## config.mk

```make
export PLATFORM = sky130hd
export DESIGN_NAME = quant_serializer
export DESIGN_NICKNAME = d
export VERILOG_FILES = /design/src/rtl/quant_serializer.sv
export SDC_FILE = /design/constraint.sdc
export NUM_CORES = 1
export LEC_CHECK = 0
export BUFFER_PORTS_ARGS = -buffer_cell sky130_fd_sc_hd__buf_2
export CELL_PAD_IN_SITES_DETAIL_PLACEMENT = 1
export CELL_PAD_IN_SITES_GLOBAL_PLACEMENT = 1
export CORE_AREA = 2 2 207 189
export CTS_BUF_LIST = sky130_fd_sc_hd__clkbuf_16
export CTS_CLUSTER_SIZE = 16
export DETAILED_ROUTE_END_ITERATION = 6
export DIE_AREA = 0 0 209 191
export GPL_ROUTABILITY_DRIVEN = 0
export GPL_TIMING_DRIVEN = 0
export MAX_ROUTING_LAYER = met4
export PLACE_DENSITY_LB_ADDON = 0.1
export SYNTH_ARGS = -nofsm -noshare
export SYNTH_HDL_FRONTEND = slang
export SYNTH_SLANG_ARGS = --single-unit
```

## constraint.sdc

```tcl
create_clock -name clk -period 10.33 [get_ports clk]
set_clock_uncertainty 0.2 [all_clocks]
set_input_delay 1.5495 -clock clk [delete_from_list [all_inputs] [get_ports clk]]
set_output_delay 1.5495 -clock clk [all_outputs]
set_load 0.02 [all_outputs]
```

## src/rtl/quant_serializer.sv

```systemverilog
// Quantize one signed N-bit word (MSB-index window, truncate, saturate) and shift it out MSB-first.
// Latency: start accepted at edge 0, bits registered on edges 2..p+1, done with the last bit.
// Backpressure: none; start is ignored while busy, inputs are sampled only on the accepting edge.
//
// Ports: clk, rst (sync, active-high), start, din[N], msbidx[MSBW], prec[PRW] in;
//        dout, dout_valid, busy, done out (all registered).
// Optional build macro: QSER_RELU_EN fuses a ReLU into quantization (negative values become 0).
module quant_serializer #(
    parameter int N    = 32,
    parameter int QBW  = 8,
    parameter int MSBW = 5,
    parameter int PRW  = 4
) (
    input  logic            clk,
    input  logic            rst,
    input  logic            start,
    input  logic [N-1:0]    din,
    input  logic [MSBW-1:0] msbidx,
    input  logic [PRW-1:0]  prec,
    output logic            dout,
    output logic            dout_valid,
    output logic            busy,
    output logic            done
);

    // Wide enough to hold din shifted left by up to QBW-1 without losing bits.
    localparam int W = N + QBW;

    typedef enum logic [1:0] {S_IDLE, S_QUANT, S_SHIFT} state_t;

    state_t          state_q;
    logic [N-1:0]    din_q;
    logic [MSBW-1:0] msb_q;
    logic [PRW-1:0]  p_q;
    logic [PRW-1:0]  cnt_q;
    logic [QBW-1:0]  sr_q;
    logic [QBW-1:0]  sr_d;

    logic [MSBW-1:0] msb_in;
    logic [PRW-1:0]  p_in;

    // Input sanitising: msbidx beyond the word maps to the top bit, precision forced into 1..QBW.
    always_comb begin
        msb_in = msbidx;
        if (int'(msbidx) > N - 1) msb_in = MSBW'(N - 1);
        p_in = prec;
        if (prec == '0)                p_in = PRW'(1);
        else if (int'(prec) > QBW)     p_in = PRW'(QBW);
    end

    logic signed [W-1:0] ext;
    logic signed [W-1:0] v;
    logic signed [W-1:0] maxv;
    logic signed [W-1:0] minv;
    logic signed [W-1:0] one_w;
    logic [QBW-1:0]      q;
    int                  s;

    // Quantization of the latched word. s is the LSB position of the selected window;
    // a negative s means the window reaches below bit 0, so the word is scaled up instead.
    always_comb begin
        one_w = {{(W-1){1'b0}}, 1'b1};
        ext   = {{QBW{din_q[N-1]}}, din_q};
        s     = int'(msb_q) - int'(p_q) + 1;
        if (s >= 0) v = ext >>> s;
        else        v = ext <<< (-s);
        maxv = (one_w <<< (int'(p_q) - 1)) - one_w;
        minv = -maxv - one_w;
`ifdef QSER_RELU_EN
        if (v < 0) v = '0;
`endif
        if (v > maxv)      v = maxv;
        else if (v < minv) v = minv;
        q    = v[QBW-1:0];
        // Left-align the p-bit result so the serial bit is always the register MSB.
        sr_d = q << (QBW - int'(p_q));
    end

    always_ff @(posedge clk) begin
        if (rst) begin
            state_q    <= S_IDLE;
            din_q      <= '0;
            msb_q      <= '0;
            p_q        <= '0;
            cnt_q      <= '0;
            sr_q       <= '0;
            dout       <= 1'b0;
            dout_valid <= 1'b0;
            busy       <= 1'b0;
            done       <= 1'b0;
        end else begin
            case (state_q)
                S_IDLE: begin
                    dout       <= 1'b0;
                    dout_valid <= 1'b0;
                    done       <= 1'b0;
                    busy       <= start;
                    if (start) begin
                        din_q   <= din;
                        msb_q   <= msb_in;
                        p_q     <= p_in;
                        state_q <= S_QUANT;
                    end
                end
                S_QUANT: begin
                    sr_q    <= sr_d;
                    cnt_q   <= '0;
                    state_q <= S_SHIFT;
                end
                S_SHIFT: begin
                    dout       <= sr_q[QBW-1];
                    dout_valid <= 1'b1;
                    sr_q       <= {sr_q[QBW-2:0], 1'b0};
                    cnt_q      <= cnt_q + PRW'(1);
                    // busy stays high through the done cycle; it drops on the next IDLE edge.
                    if (cnt_q == p_q - PRW'(1)) begin
                        done    <= 1'b1;
                        state_q <= S_IDLE;
                    end
                end
                default: state_q <= S_IDLE;
            endcase
        end
    end

endmodule

```

==> insert_results.sql, run 1 <==
INSERT INTO impl_metrics (metric_group, metric, value, unit) VALUES
('critical_path', 'longest_individual_stage_delay_on_the_worst_path', '0.62', 'ns'),
('placement', 'port-buffer-count', '46', ''),
('synth', 'synth.mux.area_fraction', '0.124', ''),
('clock_tree', 'clock_sinks', '59', ''),
('synth', 'synth_xor_xnor_area_share', '0.0215', ''),
('synth', 'synth-edff-count', '0', ''),
('clock_tree', 'latest_clock_arrival_within_the_worst_skew_pair', '0.33', 'ns'),
('floorplan', 'floorplan.die.width', '209', 'µm'),
('power', 'power.net_switching', '1.64', 'mW'),
('clock_tree', 'tritoncts', 'yes', ''),
('global_routing', 'grt_antenna_before_repair', '0', ''),
('cells_and_area', 'total_area_of_multi_input_combinational_cells', '0.00924', 'mm²'),
('timing', 'finalSetupViolations', '0', ''),
('synth', 'post_synth_fa_ha_maj_area_fraction', '0.119', ''),
('synth', 'syn_area', '0.0112', 'mm²'),
('routing', 'drcViolationCount', '0', ''),
('clock_tree', 'cts.clk_slew.worst_paths', '0.05', 'ns'),
('floorplan', 'fp.dieH', '191', 'µm'),
('routing', 'ant_nets', '0', ''),
('synth', 'postSynth.topFlopCell', 'sky130_fd_sc_hd__dfxtp_1', ''),
('cells_and_area', 'layout.filler_cells', '4797', ''),
('timing', 'timing.final.hold_violations', '0', ''),
('synth', 'ys_warn_count', '0', ''),
('timing', 'fin_crit_sh', '0.956', ''),
('placement', 'hpwlAfterDp', '45.1', 'mm'),
('timing', 'final.min_clock_period', '9.87', 'ns'),
('critical_path', 'worst_r2r_path_depth', '37', ''),
('routing', 'first_pass_iters', '5', ''),
('critical_path', 'endpoint_kind', 'flip-flop', ''),
('cells_and_area', 'num_antenna_cells', '0', ''),
('synth', 'syn_area_per_cell', '6.86', 'µm²'),
('timing', 'tightest_slew', '1.24', 'ns'),
('routing', 'vias', '13000', ''),
('critical_path', 'cp_num_cells', '37', ''),
('floorplan', 'ios', '48', ''),
('critical_path', 'worst-setup-path-type', 'reg2reg', ''),
('global_routing', 'track_usage', '0.278', ''),
('critical_path', 'critPathLaunchType', 'flip-flop', ''),
('floorplan', 'initial_utilization', '0.296', ''),
('floorplan', 'die_area', '0.0399', 'mm²'),
('clock_tree', 'clockBufferDepth', '2', ''),
('timing', 'rsz0062_at_grt', 'false', ''),
('routing', 'routed_via_density', '5.95', ''),
('power', 'irDropWorstVdd', '0.0949', 'mV'),
('synth', 'synth.lib_cells_used.distinct', '88', ''),
('cells_and_area', 'drive_gt1_frac', '0.0992', ''),
('clock_tree', 'cts.hold.buffers_added', '0', ''),
('synth', 'async_reset_ff_frac', '0', ''),
('job', 'maxCapViolations', '0', ''),
('status', 'run_status', 'completed', ''),
('placement', 'total_cell_area_at_the_placement_stage', '0.0120', 'mm²'),
('power', 'power_frac_comb', '0.798', ''),
('clock_tree', 'cts_made_buffers', '9', ''),
('critical_path', 'critical_path_arrival', '9.88', 'ns'),
('synth', 'seq_area_frac_synth', '0.106', ''),
('critical_path', 'crit_slowest_cell', 'sky130_fd_sc_hd__or4_1', ''),
('global_routing', 'wire_length_of_the_first_global_routing_pass', '82.4', 'mm'),
('timing', 'hold-worst-slack', '0.262', 'ns'),
('power', 'clock_power_share', '0.103', ''),
('cells_and_area', 'flow.area_growth_from_synthesis', '10.9', '%'),
('cells_and_area', 'sequential_cell_area', '0.00118', 'mm²'),
('synth', 'synth_top_family_by_area', 'compound AO/OA/AOI/OAI gates', ''),
('timing', 'timing.fmax', '0.101', 'GHz'),
('synth', 'synth_seq_cells', '59', ''),
('min_path', 'worst_hold_path.num_cells', '2', ''),
('clock_tree', 'h-tree-depth', '3', ''),
('critical_path', 'timing.critical_path.buf_inv', '11', ''),
('cells_and_area', 'fin_cells', '2184', ''),
('synth', 'postSynthCellCount', '1632', ''),
('cells_and_area', 'fin_nets', '1840', ''),
('critical_path', 'critical_path.max_fanout', '19', '');
## worst paths after layout
check / to / from / slack (ns)
setup / recovery: sr_q[3] / p_q[0] / 0.46
hold / removal: msb_q[0] / msb_q[0] / 0.26
setup reg to reg: sr_q[3] / p_q[0] / 0.46
hold reg to reg: msb_q[0] / msb_q[0] / 0.26
## cells by family after synthesis
group,after synthesis
AND/OR/NAND/NOR,620
XOR/XNOR,21
flip-flops,59
AO/OA/AOI/OAI,512
buffers and inverters,201
adder cells (fa/ha/maj),106
multiplexers,113
## routing by layer
metal	track usage	share of wire	up-vias
met1	0.395	0.49	6350
met4	0.0720	0.025	0
met5	-	0	-
met2	0.406	0.41	468
met3	0.0440	0.066	71
li1	-	-	6104
## placed cells by master (no fill, tap or decap), types with 24 or more instances in the layout
| master | count |
|---|---|
| sky130_fd_sc_hd__and2_1 | 34 |
| sky130_fd_sc_hd__o211ai_1 | 29 |
| sky130_fd_sc_hd__a21oi_1 | 173 |
| sky130_fd_sc_hd__buf_2 | 65 |
| sky130_fd_sc_hd__clkbuf_1 | 76 |
| sky130_fd_sc_hd__inv_1 | 76 |
| sky130_fd_sc_hd__nand2_1 | 218 |
| sky130_fd_sc_hd__dfxtp_1 | 58 |
| sky130_fd_sc_hd__o21ai_0 | 94 |
| sky130_fd_sc_hd__a31oi_1 | 24 |
| sky130_fd_sc_hd__mux2i_1 | 73 |
| sky130_fd_sc_hd__nor3_1 | 42 |
| sky130_fd_sc_hd__nand3_1 | 63 |
| sky130_fd_sc_hd__nor2_1 | 143 |
| sky130_fd_sc_hd__ha_1 | 103 |
## cell type report
| class | instances | share of cell area |
|---|---|---|
| multi-input cells | 1372 | 0.744 |
| flip-flops and latches | 59 | 0.0955 |
| well taps | 490 | 0.0494 |
| plain buffers | 120 | 0.0434 |
| inverters | 79 | 0.0242 |
| repair buffers | 49 | 0.0204 |
| clock buffers | 9 | 0.0181 |
| clock inverters | 6 | 0.00464 |
## worst register-to-register path, delay by kind of cell, from the launching register on
family          cells  cell delay (ns)
buf+inv            11             2.29
fa+ha+maj           4             1.21
mux                 1             0.53
simple gates       12             2.59
compound gates      9             2.54
flops               1             0.39
## cell usage after synthesis, types with 34 or more instances
cell type                  number  area (µm²)
sky130_fd_sc_hd__a21oi_1      174         871
sky130_fd_sc_hd__and2_1        34         213
sky130_fd_sc_hd__o21ai_0       96         480
sky130_fd_sc_hd__nand2_1      218         818
sky130_fd_sc_hd__ha_1         105        1310
sky130_fd_sc_hd__dfxtp_1       59        1180
sky130_fd_sc_hd__nand3_1       63         315
sky130_fd_sc_hd__mux2i_1       73         731
sky130_fd_sc_hd__nor3_1        42         210
sky130_fd_sc_hd__inv_1         77         289
sky130_fd_sc_hd__nor2_1       146         548
sky130_fd_sc_hd__clkbuf_1      81         304
## power by group through the flow
stage          registers [mW]  logic (mW)  clock network, mW
4_1_cts                 0.275        2.16              0.293
3_5_place_dp            0.279        2.13                  0
5_1_grt                 0.277        2.39              0.302
6_report                0.276        2.23              0.287
2_1_floorplan           0.265        1.44                  0
3_3_place_gp            0.279        2.13                  0
## state kept, by name (all words and copies together), names as in the netlist, 2 cells and up
register,count
sr_q,8
din_q,32
state_q,2
msb_q,5
cnt_q,4
p_q,4
## stage by stage
step	power [mW]	setup slack, ns	utilization	setup TNS (ns)
4_1_cts	2.73	0.0251	0.327	0
6_report	2.79	0.459	0.328	0
3_3_place_gp	2.41	-2.15	0.318	-15.05
5_1_grt	2.97	0.0416	0.328	0
3_5_place_dp	2.41	-2.30	0.318	-16.44
2_1_floorplan	1.70	0.996	-	0
## repair_timing
action / in CTS / in global routing
pin swaps: 2 / 3
endpoints found under the setup margin: 8 / 7
gates resized for setup: 20 / 15
buffers inserted: 2 / 1
Power figures use the tool's default switching activity.
==> inputs of run 2 (changes only) <==
--- a/config.mk
+++ b/config.mk
@@ -5,14 +5,14 @@
 export SDC_FILE = /design/constraint.sdc
 export NUM_CORES = 1
 export LEC_CHECK = 0
-export BUFFER_PORTS_ARGS = -buffer_cell sky130_fd_sc_hd__buf_2
 export CELL_PAD_IN_SITES_DETAIL_PLACEMENT = 1
 export CELL_PAD_IN_SITES_GLOBAL_PLACEMENT = 1
-export CORE_AREA = 2 2 207 189
+export CORE_AREA = 2 2 180 164
 export CTS_BUF_LIST = sky130_fd_sc_hd__clkbuf_16
 export CTS_CLUSTER_SIZE = 16
 export DETAILED_ROUTE_END_ITERATION = 6
-export DIE_AREA = 0 0 209 191
+export DIE_AREA = 0 0 182 166
+export DONT_BUFFER_PORTS = 1
 export GPL_ROUTABILITY_DRIVEN = 0
 export GPL_TIMING_DRIVEN = 0
 export MAX_ROUTING_LAYER = met4
==> run 2 against run 1 <==
Clock power is 13% lower. Fmax fell by 0.49%. Register-to-register slack got worse by 0.05 ns. Sequential cell count is the same. Total power shrank 1.6%. Sequential share of layout area rose by 0.28 points. Routed wire length is 5.3% lower. Sequential power about the same. Global-route usage grew 7.0 points. Largest cell class unchanged. Largest power group unchanged.
==> insert_results.sql, run 2 (same netlist as run 1, synthesis figures left out) <==
INSERT INTO impl_metrics (metric_group, metric, value, unit) VALUES
('timing', 'rsz0062_at_grt', 'false', ''),
('cells_and_area', 'final_cell_mix', 'sky130_fd_sc_hd__nand2_1 (218), sky130_fd_sc_hd__a21oi_1 (174), sky130_fd_sc_hd__nor2_1 (144)', ''),
('critical_path', 'worst_r2r_path_depth', '37', ''),
('routing', 'vias', '13100', ''),
('global_routing', 'remaining_overflow_grt', '0', ''),
('job', 'maxCapViolations', '0', ''),
('floorplan', 'die_area', '0.0302', 'mm²'),
('floorplan', 'fp.dieH', '166', 'µm'),
('status', 'run_status', 'completed', ''),
('clock_tree', 'clockBufferDepth', '2', ''),
('critical_path', 'startpoint_of_the_worst_slack_reg_to_reg_timing_path', 'p_q[0]', ''),
('cells_and_area', 'fin_nets', '1797', ''),
('critical_path', 'critical_path_arrival', '9.91', 'ns'),
('power', 'power_leakage', '4.88', 'nW'),
('routing', 'routed_via_density', '6.49', ''),
('cells_and_area', 'registers_with_the_most_flip_flops', 'din_q x32, sr_q x8, msb_q x5', ''),
('cells_and_area', 'layout_commonest_cell', 'sky130_fd_sc_hd__nand2_1', ''),
('power', 'power', '2.75', 'mW'),
('clock_tree', 'latest_clock_arrival_within_the_worst_skew_pair', '0.32', 'ns'),
('global_routing', 'track_usage', '0.347', ''),
('placement', 'port-buffer-count', '0', ''),
('timing', 'finalSetupViolations', '0', ''),
('critical_path', 'worstPathRequired', '10.32', 'ns'),
('cells_and_area', 'largest-register', 'din_q', ''),
('timing', 'hold-worst-slack', '0.271', 'ns'),
('timing', 'tightest_slew', '1.16', 'ns'),
('clock_tree', 'cts.hold.buffers_added', '0', ''),
('min_path', 'hold_class', 'reg2reg', ''),
('cells_and_area', 'drive_gt1_frac', '0.0739', ''),
('timing', 'timing.fmax', '0.101', 'GHz'),
('routing', 'drt_iter0_drc', '1373', ''),
('clock_tree', 'tritoncts', 'yes', ''),
('timing', 'timing.final.hold_violations', '0', ''),
('timing', 'final.min_clock_period', '9.92', 'ns'),
('clock_tree', 'clock_sinks', '59', ''),
('cells_and_area', 'stdcell_area', '0.0120', 'mm²'),
('routing', 'ant_nets', '0', ''),
('routing', 'drt-total-wl', '51.5', 'mm'),
('clock_tree', 'cts_made_buffers', '9', ''),
('floorplan', 'core_area', '0.0285', 'mm²'),
('floorplan', 'ios', '48', ''),
('critical_path', 'worst-setup-path-type', 'reg2reg', ''),
('critical_path', 'endpoint_kind', 'flip-flop', ''),
('power', 'irDropWorstVdd', '0.168', 'mV'),
('cells_and_area', 'flow.area_growth_from_synthesis', '7.56', '%'),
('critical_path', 'critPathLaunch', 'p_q[0]', ''),
('timing', 'slew-limit-headroom', '0.218', ''),
('routing', 'drcViolationCount', '0', ''),
('critical_path', 'crit_end', 'sr_q[3]', ''),
('clock_tree', 'h-tree-depth', '3', ''),
('floorplan', 'initial_utilization', '0.393', ''),
('critical_path', 'worstReg2RegEnd', 'sr_q[3]', ''),
('floorplan', 'floorplan.die.width', '182', 'µm'),
('routing', 'detail_route.wl_per_cell', '25.5', 'µm'),
('cells_and_area', 'flip_flop_count_of_the_largest_register_after_layout', '32', ''),
('timing', 'max_slew_violation_count', '0', ''),
('critical_path', 'critical_path.max_fanout', '19', ''),
('critical_path', 'longest_individual_stage_delay_on_the_worst_path', '0.60', 'ns'),
('routing', 'first_pass_iters', '7', ''),
('placement', 'total_cell_area_at_the_placement_stage', '0.0116', 'mm²'),
('critical_path', 'setup.reg_to_reg.worst_slack', '0.41', 'ns'),
('clock_tree', 'ctsRootBufferMaster', 'sky130_fd_sc_hd__clkbuf_16', ''),
('cells_and_area', 'final_core_utilization', '0.422', ''),
('timing', 'fin_crit_sh', '0.960', ''),
('global_routing', 'grt_max_degree', '20', ''),
('placement', 'hpwlAfterDp', '42.3', 'mm'),
('global_routing', 'grt_antenna_before_repair', '1', ''),
('critical_path', 'critPathLaunchType', 'flip-flop', ''),
('global_routing', 'number_of_global_route_vias_before_repair', '12900', ''),
('global_routing', 'wire_length_of_the_first_global_routing_pass', '79.5', 'mm'),
('floorplan', 'fp-row-count', '59', ''),
('power', 'power.density_cell_area', '228', 'mW/mm²'),
('clock_tree', 'cts.clk_slew.worst_paths', '0.05', 'ns'),
('critical_path', 'crit_slowest_cell', 'sky130_fd_sc_hd__or4_1', '');
run 2: worst min-delay path by stage:
| stage | from | endpoint | slack [ns] | cells after the start |
|---|---|---|---|---|
| after floorplan | msb_q[0] | msb_q[0] | 0.24 | 2 |
| after global placement | msb_q[0] | msb_q[0] | 0.25 | 2 |
| after detailed placement | msb_q[0] | msb_q[0] | 0.26 | 2 |
| after CTS | msb_q[0] | msb_q[0] | 0.27 | 2 |
| after global routing | msb_q[0] | msb_q[0] | 0.31 | 2 |
| final | msb_q[0] | msb_q[0] | 0.27 | 2 |
run 2: final cells by class:
cell class | instances | area, µm²
Fill cell | 3724 | 16500
Sequential cell | 59 | 1180
Clock buffer | 9 | 225
Tap cell | 366 | 458
Multi-Input combinational cell | 1372 | 9270
Inverter | 79 | 297
Timing Repair Buffer | 5 | 37.5
Clock inverter | 6 | 25.0
Buffer | 121 | 543
Antenna cell | 1 | 2.50
run 2: repair_timing:
action | 4_1_cts | 5_1_grt
endpoints found under the setup margin | 8 | 7
gates resized for setup | 20 | 17
setup buffers | 2 | 3
pin swaps | 2 | 2
run 2: stage by stage:
| stage | TNS [ns] | setup WS, ns | std cells |
|---|---|---|---|
| 2_1_floorplan | 0 | 0.996 | 1632 |
| 3_3_place_gp | -14.21 | -2.05 | 1998 |
| 3_5_place_dp | -15.37 | -2.19 | 1998 |
| 4_1_cts | 0 | 0.0587 | 2014 |
| 5_1_grt | 0 | 0.0300 | 2018 |
| 6_report | 0 | 0.410 | 2018 |
run 2: report_power, final:
group          internal (mW)  switching, mW
Clock                  0.156         0.0940
Sequential             0.246         0.0303
Combinational          0.719           1.50
Total                   1.12           1.63
run 2: critical path, delay by kind of cell (launching register included):
family | cells | cell delay (ns)
flip-flops | 1 | 0.47
AND/OR/NAND/NOR | 13 | 2.51
multiplexers | 1 | 0.52
buffers and inverters | 11 | 2.29
AO/OA/AOI/OAI | 8 | 2.51
adder cells (fa/ha/maj) | 4 | 1.24
run 2: metal layers:
layer / vias to the layer above / track usage / wire, µm
met5: - / - / 0
met4: 0 / 0.107 / 1620
met3: 83 / 0.0704 / 5050
met2: 652 / 0.484 / 20900
met1: 6363 / 0.499 / 24000
li1: 6008 / - / -
==> inputs of run 3 (changes only) <==
--- a/config.mk
+++ b/config.mk
@@ -7,16 +7,16 @@
 export LEC_CHECK = 0
 export CELL_PAD_IN_SITES_DETAIL_PLACEMENT = 1
 export CELL_PAD_IN_SITES_GLOBAL_PLACEMENT = 1
-export CORE_AREA = 2 2 180 164
-export CTS_BUF_LIST = sky130_fd_sc_hd__clkbuf_16
+export CORE_AREA = 2 2 171 173
 export CTS_CLUSTER_SIZE = 16
 export DETAILED_ROUTE_END_ITERATION = 6
-export DIE_AREA = 0 0 182 166
+export DIE_AREA = 0 0 173 175
 export DONT_BUFFER_PORTS = 1
 export GPL_ROUTABILITY_DRIVEN = 0
 export GPL_TIMING_DRIVEN = 0
 export MAX_ROUTING_LAYER = met4
 export PLACE_DENSITY_LB_ADDON = 0.1
+export SETUP_SLACK_MARGIN = 0.4
 export SYNTH_ARGS = -nofsm -noshare
 export SYNTH_HDL_FRONTEND = slang
 export SYNTH_SLANG_ARGS = --single-unit
==> run 3 against run 2 <==
Sequential share of layout area fell by 0.12 points. Largest power group unchanged. Fmax grew 3.9%. Worst setup slack improved by 0.37 ns. Critical endpoint unchanged. Core utilization is 0.76 points higher. Routed wire length down 0.78%.
==> insert_results.sql, run 3 (same netlist as run 1, synthesis figures left out) <==
INSERT INTO impl_metrics (metric_group, metric, value, unit) VALUES
('cells_and_area', 'stdcell_area', '0.0122', 'mm²'),
('cells_and_area', 'flip_flop_count_of_the_largest_register_after_layout', '32', ''),
('critical_path', 'worstPathRequired', '10.33', 'ns'),
('timing', 'tightest_slew', '1.06', 'ns'),
('power', 'power_frac_comb', '0.804', ''),
('cells_and_area', 'registers_with_the_most_flip_flops', 'din_q x32, sr_q x8, msb_q x5', ''),
('min_path', 'worst_hold_path.num_cells', '2', ''),
('critical_path', 'worst_r2r_path_depth', '40', ''),
('global_routing', 'track_usage', '0.341', ''),
('timing', 'timing.fmax', '0.105', 'GHz'),
('critical_path', 'path_common_cell', 'sky130_fd_sc_hd__buf_4', ''),
('clock_tree', 'cts_made_buffers', '9', ''),
('power', 'p_seq_frac', '0.099', ''),
('timing', 'fin_crit_sh', '0.924', ''),
('power', 'internal_power', '1.16', 'mW'),
('global_routing', 'grtUsageMet2', '0.507', ''),
('floorplan', 'initial_utilization', '0.394', ''),
('floorplan', 'floorplan.die.width', '173', 'µm'),
('power', 'power.net_switching', '1.63', 'mW'),
('routing', 'first_pass_iters', '5', ''),
('routing', 'drt-total-wl', '51.1', 'mm'),
('critical_path', 'cp_top_family', 'compound AO/OA/AOI/OAI gates', ''),
('clock_tree', 'tritoncts', 'yes', ''),
('clock_tree', 'h-tree-depth', '3', ''),
('global_routing', 'grtUsageMet1', '0.467', ''),
('timing', 'rsz0062_at_grt', 'false', ''),
('cells_and_area', 'total_area_of_multi_input_combinational_cells', '0.00933', 'mm²'),
('timing', 'max_slew_violation_count', '0', ''),
('critical_path', 'longest_individual_stage_delay_on_the_worst_path', '0.52', 'ns'),
('critical_path', 'crit_slowest_cell', 'sky130_fd_sc_hd__mux4_2', ''),
('clock_tree', 'cts.clk_slew.worst_paths', '0.05', 'ns'),
('placement', 'port-buffer-count', '0', ''),
('critical_path', 'critical_path.max_fanout', '11', ''),
('critical_path', 'critical_path_arrival', '9.55', 'ns'),
('power', 'power.density_cell_area', '229', 'mW/mm²'),
('cells_and_area', 'fin_nets', '1803', ''),
('floorplan', 'fp.dieH', '175', 'µm'),
('cells_and_area', 'flow.area_growth_from_synthesis', '9.09', '%'),
('placement', 'place_ws', '-2.24', 'ns'),
('global_routing', 'wire_length_of_the_first_global_routing_pass', '78.4', 'mm'),
('timing', 'slew-limit-headroom', '0.289', ''),
('routing', 'drcViolationCount', '0', ''),
('cells_and_area', 'layout_commonest_cell', 'sky130_fd_sc_hd__nand2_1', ''),
('cells_and_area', 'final_core_utilization', '0.430', ''),
('timing', 'hold-worst-slack', '0.264', 'ns'),
('global_routing', 'grt_use_met3', '0.0620', ''),
('global_routing', 'number_of_global_route_vias_before_repair', '12800', ''),
('critical_path', 'endpoint_kind', 'flip-flop', ''),
('min_path', 'holdPathEnd', 'msb_q[0]', ''),
('min_path', 'hold_class', 'reg2reg', ''),
('cells_and_area', 'fin_cells', '2043', ''),
('clock_tree', 'ctsRootBufferMaster', 'sky130_fd_sc_hd__clkbuf_16', ''),
('global_routing', 'grt_max_degree', '17', ''),
('status', 'run_status', 'completed', ''),
('placement', 'dpl.cell_count', '2016', ''),
('cells_and_area', 'final_cell_mix', 'sky130_fd_sc_hd__nand2_1 (218), sky130_fd_sc_hd__a21oi_1 (173), sky130_fd_sc_hd__nor2_1 (142)', ''),
('power', 'switching_share', '0.585', ''),
('critical_path', 'worstReg2RegEnd', 'sr_q[3]', ''),
('critical_path', 'critPathLaunchType', 'flip-flop', ''),
('min_path', 'hold_start', 'msb_q[0]', ''),
('clock_tree', 'latest_clock_arrival_within_the_worst_skew_pair', '0.32', 'ns'),
('clock_tree', 'clock_sinks', '59', ''),
('placement', 'hpwlAfterDp', '41.7', 'mm'),
('routing', 'routed_via_density', '6.39', ''),
('cells_and_area', 'layout.filler_cells', '3753', ''),
('floorplan', 'ios', '48', ''),
('floorplan', 'fp-row-count', '62', ''),
('critical_path', 'setup.reg_to_reg.worst_slack', '0.78', 'ns'),
('clock_tree', 'cts.hold.buffers_added', '0', ''),
('timing', 'final.min_clock_period', '9.55', 'ns'),
('critical_path', 'worst-setup-path-type', 'reg2reg', ''),
('timing', 'finalSetupViolations', '0', ''),
('clock_tree', 'clockBufferDepth', '2', ''),
('floorplan', 'core_area', '0.0284', 'mm²'),
('timing', 'timing.final.hold_violations', '0', ''),
('power', 'power_leakage', '4.94', 'nW'),
('global_routing', 'grt_antenna_before_repair', '0', ''),
('timing', 'timing.setup.tns', '0', 'ns'),
('critical_path', 'startpoint_of_the_worst_slack_reg_to_reg_timing_path', 'p_q[0]', ''),
('routing', 'drt_iter0_drc', '1383', ''),
('placement', 'total_cell_area_at_the_placement_stage', '0.0117', 'mm²'),
('cells_and_area', 'drive_gt1_frac', '0.0856', ''),
('routing', 'ant_nets', '0', ''),
('critical_path', 'timing.critical_path.buf_inv', '12', ''),
('global_routing', 'busiest_layer', 'met2', ''),
('routing', 'detail_route.wl_per_cell', '25.0', 'µm'),
('power', 'power', '2.79', 'mW'),
('job', 'maxCapViolations', '0', ''),
('cells_and_area', 'sequential_cell_area', '0.00118', 'mm²'),
('global_routing', 'remaining_overflow_grt', '0', ''),
('cells_and_area', 'largest-register', 'din_q', ''),
('power', 'irDropWorstVdd', '0.203', 'mV'),
('routing', 'vias', '13100', ''),
('power', 'clock_power_share', '0.097', ''),
('timing', 'fin_ws', '0.780', 'ns'),
('floorplan', 'die_area', '0.0303', 'mm²');
## run 3: what timing repair did
item | 4_1_cts | 5_1_grt
resized for setup | 32 | 27
buffers inserted | 6 | 4
pin swaps | 4 | 7
endpoints found under the setup margin | 8 | 7
## run 3: worst register-to-register path: cells and delay by family (launching register included)
| kind | cells | cell delay (ns) |
|---|---|---|
| simple gates | 13 | 1.66 |
| compound gates | 10 | 3.19 |
| buf+inv | 12 | 2.17 |
| flops | 1 | 0.41 |
| mux | 1 | 0.52 |
| fa+ha+maj | 4 | 1.28 |
## run 3: worst max path at each step
stage / from / to / slack (ns) / depth (start not counted)
after CTS: p_q[0] / sr_q[3] / 0.50 / 37
after global routing: p_q[0] / sr_q[3] / 0.40 / 40
final: p_q[0] / sr_q[3] / 0.78 / 40
after detailed placement: p_q[0] / sr_q[3] / -2.24 / 40
after global placement: p_q[0] / sr_q[3] / -2.14 / 37
after floorplan: msb_q[0] / sr_q[3] / 1.0 / 38
## run 3: power by group through the flow
stage,combinational [mW],clock [mW],sequential (mW)
after detailed placement,2.08,0,0.279
after floorplan,1.44,0,0.265
after global routing,2.41,0.285,0.278
final,2.25,0.271,0.276
after CTS,2.12,0.277,0.275
after global placement,2.05,0,0.278
## run 3: layer usage
layer | share of wire | vias up | routed length (µm)
li1 | - | 6023 | -
met1 | 0.46 | 6354 | 23400
met2 | 0.42 | 590 | 21600
met3 | 0.087 | 86 | 4440
met4 | 0.033 | 0 | 1690
met5 | 0 | - | 0
## run 3: final cells by class
class                   instances  area share
diodes                          1    0.000205
plain buffers                 122      0.0460
inverters                      79      0.0243
clock buffers                  14      0.0216
clock inverters                 2    0.000820
well taps                     384      0.0394
flip-flops and latches         59      0.0971
multi-input cells            1372       0.764
repair buffers                 10     0.00615
